$ cat src/rtl/therm_bubble_fix.sv
// Flash-ADC front end: capture, two-flop sync of the comparator word, and
// 3-input majority bubble correction, with a saturating bubble counter.
module therm_bubble_fix #(
  parameter int N     = 256,
  parameter int CNT_W = 16
) (
  input  logic             clk,
  input  logic             rst_n,
  input  logic [N-1:0]     comp_in,
  input  logic             sample_en,
  input  logic             err_clr,
  output logic [N-1:0]     therm_out,
  output logic             therm_valid,
  output logic             bubble_flag,
  output logic [CNT_W-1:0] bubble_cnt,
  output logic             over_range
);

  logic [N-1:0]     raw_q, sync_q, therm_q;
  logic             v1_q, v2_q, valid_q, flag_q, ovr_q;
  logic [CNT_W-1:0] cnt_q, cnt_d;
  logic [N+1:0]     padded;
  logic [N-1:0]     corrected;
  logic             mismatch;

  // Padding of 1 below and 0 above lets the edge bits use the same majority
  // vote as interior bits without special cases.
  // NOTE: every combinational output gets a default first so no latch is inferred.
  always_comb begin
    padded    = {1'b0, sync_q, 1'b1};
    corrected = '0;
    for (int i = 0; i < N; i++) begin
      corrected[i] = (padded[i]   & padded[i+1]) |
                     (padded[i]   & padded[i+2]) |
                     (padded[i+1] & padded[i+2]);
    end
  end

  assign mismatch = (corrected != sync_q);

  // Clear wins over increment; all-ones holds instead of wrapping.
  always_comb begin
    cnt_d = cnt_q;
    if (err_clr) begin
      cnt_d = '0;
    end else if (v2_q && mismatch && (cnt_q != {CNT_W{1'b1}})) begin
      cnt_d = cnt_q + CNT_W'(1);
    end
  end

  // NOTE: sequential state uses non-blocking assignments so every stage reads
  // the previous cycle's value of the stage before it.
  // The wide data registers are reset too, so outputs are defined the instant
  // reset asserts rather than after the pipeline drains.
  always_ff @(posedge clk or negedge rst_n) begin
    if (!rst_n) begin
      raw_q   <= '0;
      sync_q  <= '0;
      therm_q <= '0;
      v1_q    <= 1'b0;
      v2_q    <= 1'b0;
      valid_q <= 1'b0;
      flag_q  <= 1'b0;
      ovr_q   <= 1'b0;
      cnt_q   <= '0;
    end else begin
      if (sample_en) raw_q <= comp_in;
      v1_q    <= sample_en;
      sync_q  <= raw_q;
      v2_q    <= v1_q;
      valid_q <= v2_q;
      if (v2_q) begin
        therm_q <= corrected;
        flag_q  <= mismatch;
        ovr_q   <= corrected[N-1];
      end else begin
        flag_q  <= 1'b0;
      end
      cnt_q   <= cnt_d;
    end
  end

  assign therm_out   = therm_q;
  assign therm_valid = valid_q;
  assign bubble_flag = flag_q;
  assign bubble_cnt  = cnt_q;
  assign over_range  = ovr_q;

endmodule

$ cat config.mk
export PLATFORM = sky130hd
export DESIGN_NAME = therm_bubble_fix
export DESIGN_NICKNAME = d
export VERILOG_FILES = /design/src/rtl/therm_bubble_fix.sv
export SDC_FILE = /design/constraint.sdc
export NUM_CORES = 1
export LEC_CHECK = 0
export CAP_MARGIN = 20
export CORE_MARGIN = 3
export CORE_UTILIZATION = 55
export DETAILED_ROUTE_END_ITERATION = 8
export PLACE_DENSITY = 0.82
export SLEW_MARGIN = 15
export SYNTH_ARGS = -nofsm -noshare
export SYNTH_HDL_FRONTEND = slang
export SYNTH_SLANG_ARGS = --single-unit
$ cat constraint.sdc
create_clock -name clk -period 4.1 [get_ports clk]
set_clock_uncertainty 0.15 [all_clocks]
set_input_delay 0.615 -clock clk [delete_from_list [all_inputs] [get_ports clk]]
set_output_delay 0.615 -clock clk [all_outputs]
set_load 0.05 [all_outputs]
# Yosys cells after proc, flatten, opt, wreduce, memory -nomap -nowiden
# Index checks and enable logic that the tools add are counted.
# totals
regBits,789
output_inout_bits,275
# op_classes
addsub,1
n_eq_ne,2
n_mux,3
bitwise,1019
n_reduce_logical,3
# ops
op,count
OR 1 bit,510
bitwise AND 1 bit,509
inequality test 256 bit,1
two-way mux 16 bit,2
adder 16 x 1 -> 16 bit (second input constant),1
inequality test 16 bit (second input constant),1
logical AND 1 bit,2
nonzero test 2 bit,1
two-way mux 1 bit,1

# Logic depth before layout (Yosys ltp)
# Gate-level depths: netlist of the first run.
# depth
word_depth,8
depth_mapped,11
ltp_nobuf,8

# Worst setup path before layout of the first run
# Ideal clock, no wire load.
# synth_timing
path_type,register to register
from,register cnt_q[3] (netlist: bubble_cnt[3])
to,register cnt_q[11] (netlist: bubble_cnt[11])
setup_time_ns,0.078
t_arrival_ns,2.409
required_ns,3.872
slack_ns,1.463
stages_incl_launch_ff,9
synth_period_minus_slack_ns,2.637
cell_sequence,dfrtp_1 and4_1 and4_1 and3_1 and3_1 nand4_1 nand3_2 or4_1 a21oi_1
# synth_between
elab_chain_cells,3
# synth_lines
element,line_no,text
"start, declared",21,"logic [CNT_W-1:0] cnt_q, cnt_d;"
"start signal, assigned",79,cnt_q <= cnt_d;
adder 16 x 1 -> 16 bit or inequality test 16 bit (tied branches),"47, 46",
two-way mux 16 bit or logical AND 1 bit (tied branches),46,end else if (v2_q && mismatch && (cnt_q != {CNT_W{1'b1}})) begin
two-way mux 16 bit or nonzero test 2 bit (tied branches),--,
# Several ways; a longest one is shown, not always the timed one. The select of a mux whose other input is x is not followed.
# A chain may end at the register's enable or synchronous reset.

# Final worst setup path of the first run
# layout_timing
from,register sync_q[146]
to,register cnt_q[12] (netlist: bubble_cnt[12])
# layout_between
elab_chain_cells,7
# layout_lines
element,line_no,text
"start, declared",19,"logic [N-1:0] raw_q, sync_q, therm_q;"
"start signal, assigned",69,sync_q <= raw_q;
bitwise AND 1 bit (on tied branches),"34, 33, 35",
OR 1 bit,33,corrected[i] = (padded[i] & padded[i+1]) |
OR 1 bit,34,(padded[i] & padded[i+2]) |
inequality test 256 bit (*),39,assign mismatch = (corrected != sync_q);
logical AND 1 bit (*) (2 in series),46,
nonzero test 2 bit (no source line) (*),--,
# Mark *: on every way between the ends. The rest lies on a longest branch, timed or not.

==> results.py, run 1 <==
metrics = {
    "global_routing": {
        "grt_max_degree": 155,
        "antenna_found_initial": 7,
        "grt.total_usage_pct": 34.1,
        "grt_remaining_overflow": 0,
        "first_global_vias": 24000,
        "grt_pass1_wl_um": 159000,
    },
    "cts": {
        "clk_latency_ps": 630,
        "cts_tree": "done",
        "cts_max_path_buffers": 3,
        "cts_setup_buffers": 0,
        "htreeDepth": 3,
        "clkSinkCount": 788,
        "holdBufCountCts": 1,
        "cts_buffers": 80,
        "post_cts_resized": 0,
        "clk_pin_slew_ps": 60,
        "cts_root_buffer": "clkbuf_16",
    },
    "placed_design": {
        "port_buffers": 534,
        "gp_congestion": 0.933,
        "dpl_cell_area_um2": 39300,
        "post-place-cells": 3637,
        "place_hpwl_um": 79200,
    },
    "logic_synthesis": {
        "synthCells": 2374,
        "ys.warnings.count": 0,
        "synth_area_per_cell_um2": 13.8,
        "synth_edf_count": 0,
        "ys_ff_latch": 788,
        "yosys.area_share.simple_pct": 7.71,
        "synth_nets": 2635,
        "synth_compound_area_share_pct": 5.86,
        "synth_cell_types": 66,
        "yosys.area_share.xor_xnor_pct": 0,
        "yosys.area_share.adder_pct": 6.47,
        "synth_mux_area_share_pct": 17.7,
        "synthArstFlopShare_pct": 100,
        "synth_flop_cell": "dfrtp_1",
        "seq_area_frac_synth_pct": 60.0,
        "synth_area_um2": 32800,
        "synth_top_family_by_area": "multiplexers",
    },
    "min_path": {
        "hp-class": "reg -> reg",
        "holdPathStages": 0,
    },
    "sta": {
        "setup_violations": 0,
        "hold_viol": 0,
        "rsz0062_at_grt": "no",
        "finalCriticalPeriod_ps": 3730,
        "period_share_pct": 91.0,
        "fmax_mhz": 268,
        "tightest_slew_ps": 1190,
        "fin_tns_setup_ps": 0,
        "maxSlewHeadroom_pct": 20.8,
        "maxSlewViolCount": 0,
    },
    "setup_path": {
        "worstRegToRegCells": 9,
        "cp-start-kind": "flip-flop",
        "critPathMaxFanout": 23,
        "crit_type": "reg -> reg",
        "arrival_ps": 4100,
        "worstPathRequired_ps": 4470,
        "endpoint_kind": "flip-flop",
    },
    "cells_and_area": {
        "nNetsFinal": 3216,
        "nFillCells": 3847,
        "stdcell_area_um2": 42100,
        "drive_gt1_share_pct": 22.9,
        "stdcell_count": 3780,
        "syn2layout_area_growth_pct": 28.1,
        "final_util_pct": 72.1,
    },
    "pwr": {
        "sequentialPowerShare_pct": 42.9,
        "power.total_mw": 23.2,
        "power_switching_mw": 7.56,
        "combPwrFrac_pct": 24.2,
        "internal_power_mw": 15.6,
        "switching_share_pct": 32.6,
        "ir_worst_vdd_mv": 0.470,
        "leakagePower_nw": 17.3,
        "power.share.clock_pct": 33.0,
        "power.density_nw_per_um2": 552,
    },
    "die": {
        "die_w_um": 250,
        "start_util_pct": 56.3,
        "pin_count": 535,
        "core_area_um2": 58400,
        "die_area_um2": 62700,
        "dieHeight_um": 250,
        "row_count": 88,
    },
    "flow_run": {
        "maxCapViolations": 0,
    },
    "detailed_routing": {
        "vias_per_cell": 6.03,
        "wire_per_inst_um": 28.1,
        "vias": 22800,
        "drtIter0Drc": 2042,
        "dr.pass1.iters": 5,
        "drc": 0,
        "ant_nets": 0,
        "routed_wl_um": 106000,
    },
    "outcome": {
        "status": "finished clean",
    },
}
## Yosys cell counts, types with 16 or more instances
library cell,number,area share [%]
nand4_1,16,0.30
maj3_1,211,6.4
nor4_1,23,0.44
a21oi_1,99,1.5
nand2b_1,128,2.4
a32oi_1,16,0.43
inv_1,110,1.3
dfrtp_1,788,60
mux2_2,508,17
o21ai_0,19,0.29
nor2b_1,169,3.2
o32ai_1,59,1.6
clkbuf_1,61,0.70
## logic make-up (layout without fill, tap and decap cells)
| logic type | Yosys count | count (layout) |
|---|---|---|
| AOI/OAI and AO/OA | 277 | 277 |
| adders and majority gates | 212 | 212 |
| buffers and inverters | 181 | 819 |
| DFF | 788 | 788 |
| muxes | 515 | 515 |
| other | 0 | 3 |
| and+or+nand+nor | 401 | 401 |
## cells in the final DEF, fill, tap and decap left out, types with 6 or more instances in the layout
master / instances
o21ai_0: 19
nor2_1: 12
clkbuf_1: 14
mux2_4: 7
maj3_1: 211
inv_1: 110
dfrtp_1: 787
o211ai_1: 13
a21oi_1: 99
nand4_1: 16
a32o_1: 7
a211oi_1: 15
nand2_1: 8
a32oi_1: 16
buf_4: 19
nor2b_1: 169
clkbuf_8: 20
o32ai_1: 59
nor4_1: 23
clkbuf_16: 84
bufinv_16: 8
o22ai_1: 11
clkdlybuf4s50_1: 532
mux2_2: 508
buf_12: 13
clkinv_2: 6
nand2b_1: 128
## power by group through the flow
stage	logic, mW	clock network, mW	registers (mW)
after floorplan	1.60	0	11.4
after global placement	5.49	0	9.98
after detailed placement	5.56	0	10.0
after CTS	5.61	7.73	9.92
after global routing	5.83	8.05	10.1
final	5.60	7.65	9.95
## critical path, cell delays in order (launching register included)
cell,delay (ps)
dfrtp_1,440
nand2b_1,270
a32o_1,250
nor4_1,750
nand4_1,170
nor4_1,560
and4_1,290
buf_4,290
nor3_2,110
mux2_4,310
## sequential cells by signal, indices dropped and copies added, names as in the netlist
signal / count
raw_q: 256
bubble_flag: 1
v2_q: 1
v1_q: 1
therm_out: 256
sync_q: 256
therm_valid: 1
bubble_cnt: 16
## per-stage QoR
step	hold slack [ps]	worst slack, ps
6_report	203	367
5_1_grt	200	325
3_3_place_gp	186	606
4_1_cts	198	498
2_1_floorplan	169	1460
3_5_place_dp	189	509
## final cells by class
type	instances	area [um2]	area share, %
Inverter	113	424	1.01
Clock inverter	21	345	0.821
Clock buffer	118	2430	5.78
Tap cell	765	957	2.28
Sequential cell	788	19700	46.9
Timing Repair Buffer	567	5770	13.7
Multi-Input combinational cell	1405	12400	29.5
Antenna cell	3	7.51	0.0178
## metal layers
| layer | track usage, % | routed length (um) |
|---|---|---|
| met1 | 44.0 | 41500 |
| met2 | 56.2 | 52000 |
| met3 | 7.87 | 8010 |
| met4 | 13.6 | 4880 |
| met5 | 0 | 57 |
## final timing paths
| path | slack (ps) | to | from |
|---|---|---|---|
| max | 370 | bubble_cnt[12]$_DFFE_PN0P_ | sync_q[146]$_DFF_PN0_ |
| min | 200 | sync_q[107]$_DFF_PN0_ | raw_q[107]$_DFFE_PN0P_ |
| max reg2reg | 370 | bubble_cnt[12]$_DFFE_PN0P_ | sync_q[146]$_DFF_PN0_ |
| min reg2reg | 200 | sync_q[107]$_DFF_PN0_ | raw_q[107]$_DFFE_PN0P_ |
| max in group asynchronous | 2270 | therm_out[195]$_DFFE_PN0P_ | rst_n |
| min in group asynchronous | 520 | bubble_cnt[6]$_DFFE_PN0P_ | rst_n |
(Power assumes the default switching activity.)
==> run 2: changes to the inputs <==
--- a/config.mk
+++ b/config.mk
@@ -5,7 +5,6 @@
 export SDC_FILE = /design/constraint.sdc
 export NUM_CORES = 1
 export LEC_CHECK = 0
-export CAP_MARGIN = 20
 export CORE_MARGIN = 3
 export CORE_UTILIZATION = 55
 export DETAILED_ROUTE_END_ITERATION = 8
@@ -14,3 +13,4 @@
 export SYNTH_ARGS = -nofsm -noshare
 export SYNTH_HDL_FRONTEND = slang
 export SYNTH_SLANG_ARGS = --single-unit
+export TNS_END_PERCENT = 100
==> results of run 2 <==
No change in the layout: final DEF, timing and power equal those of run 1.
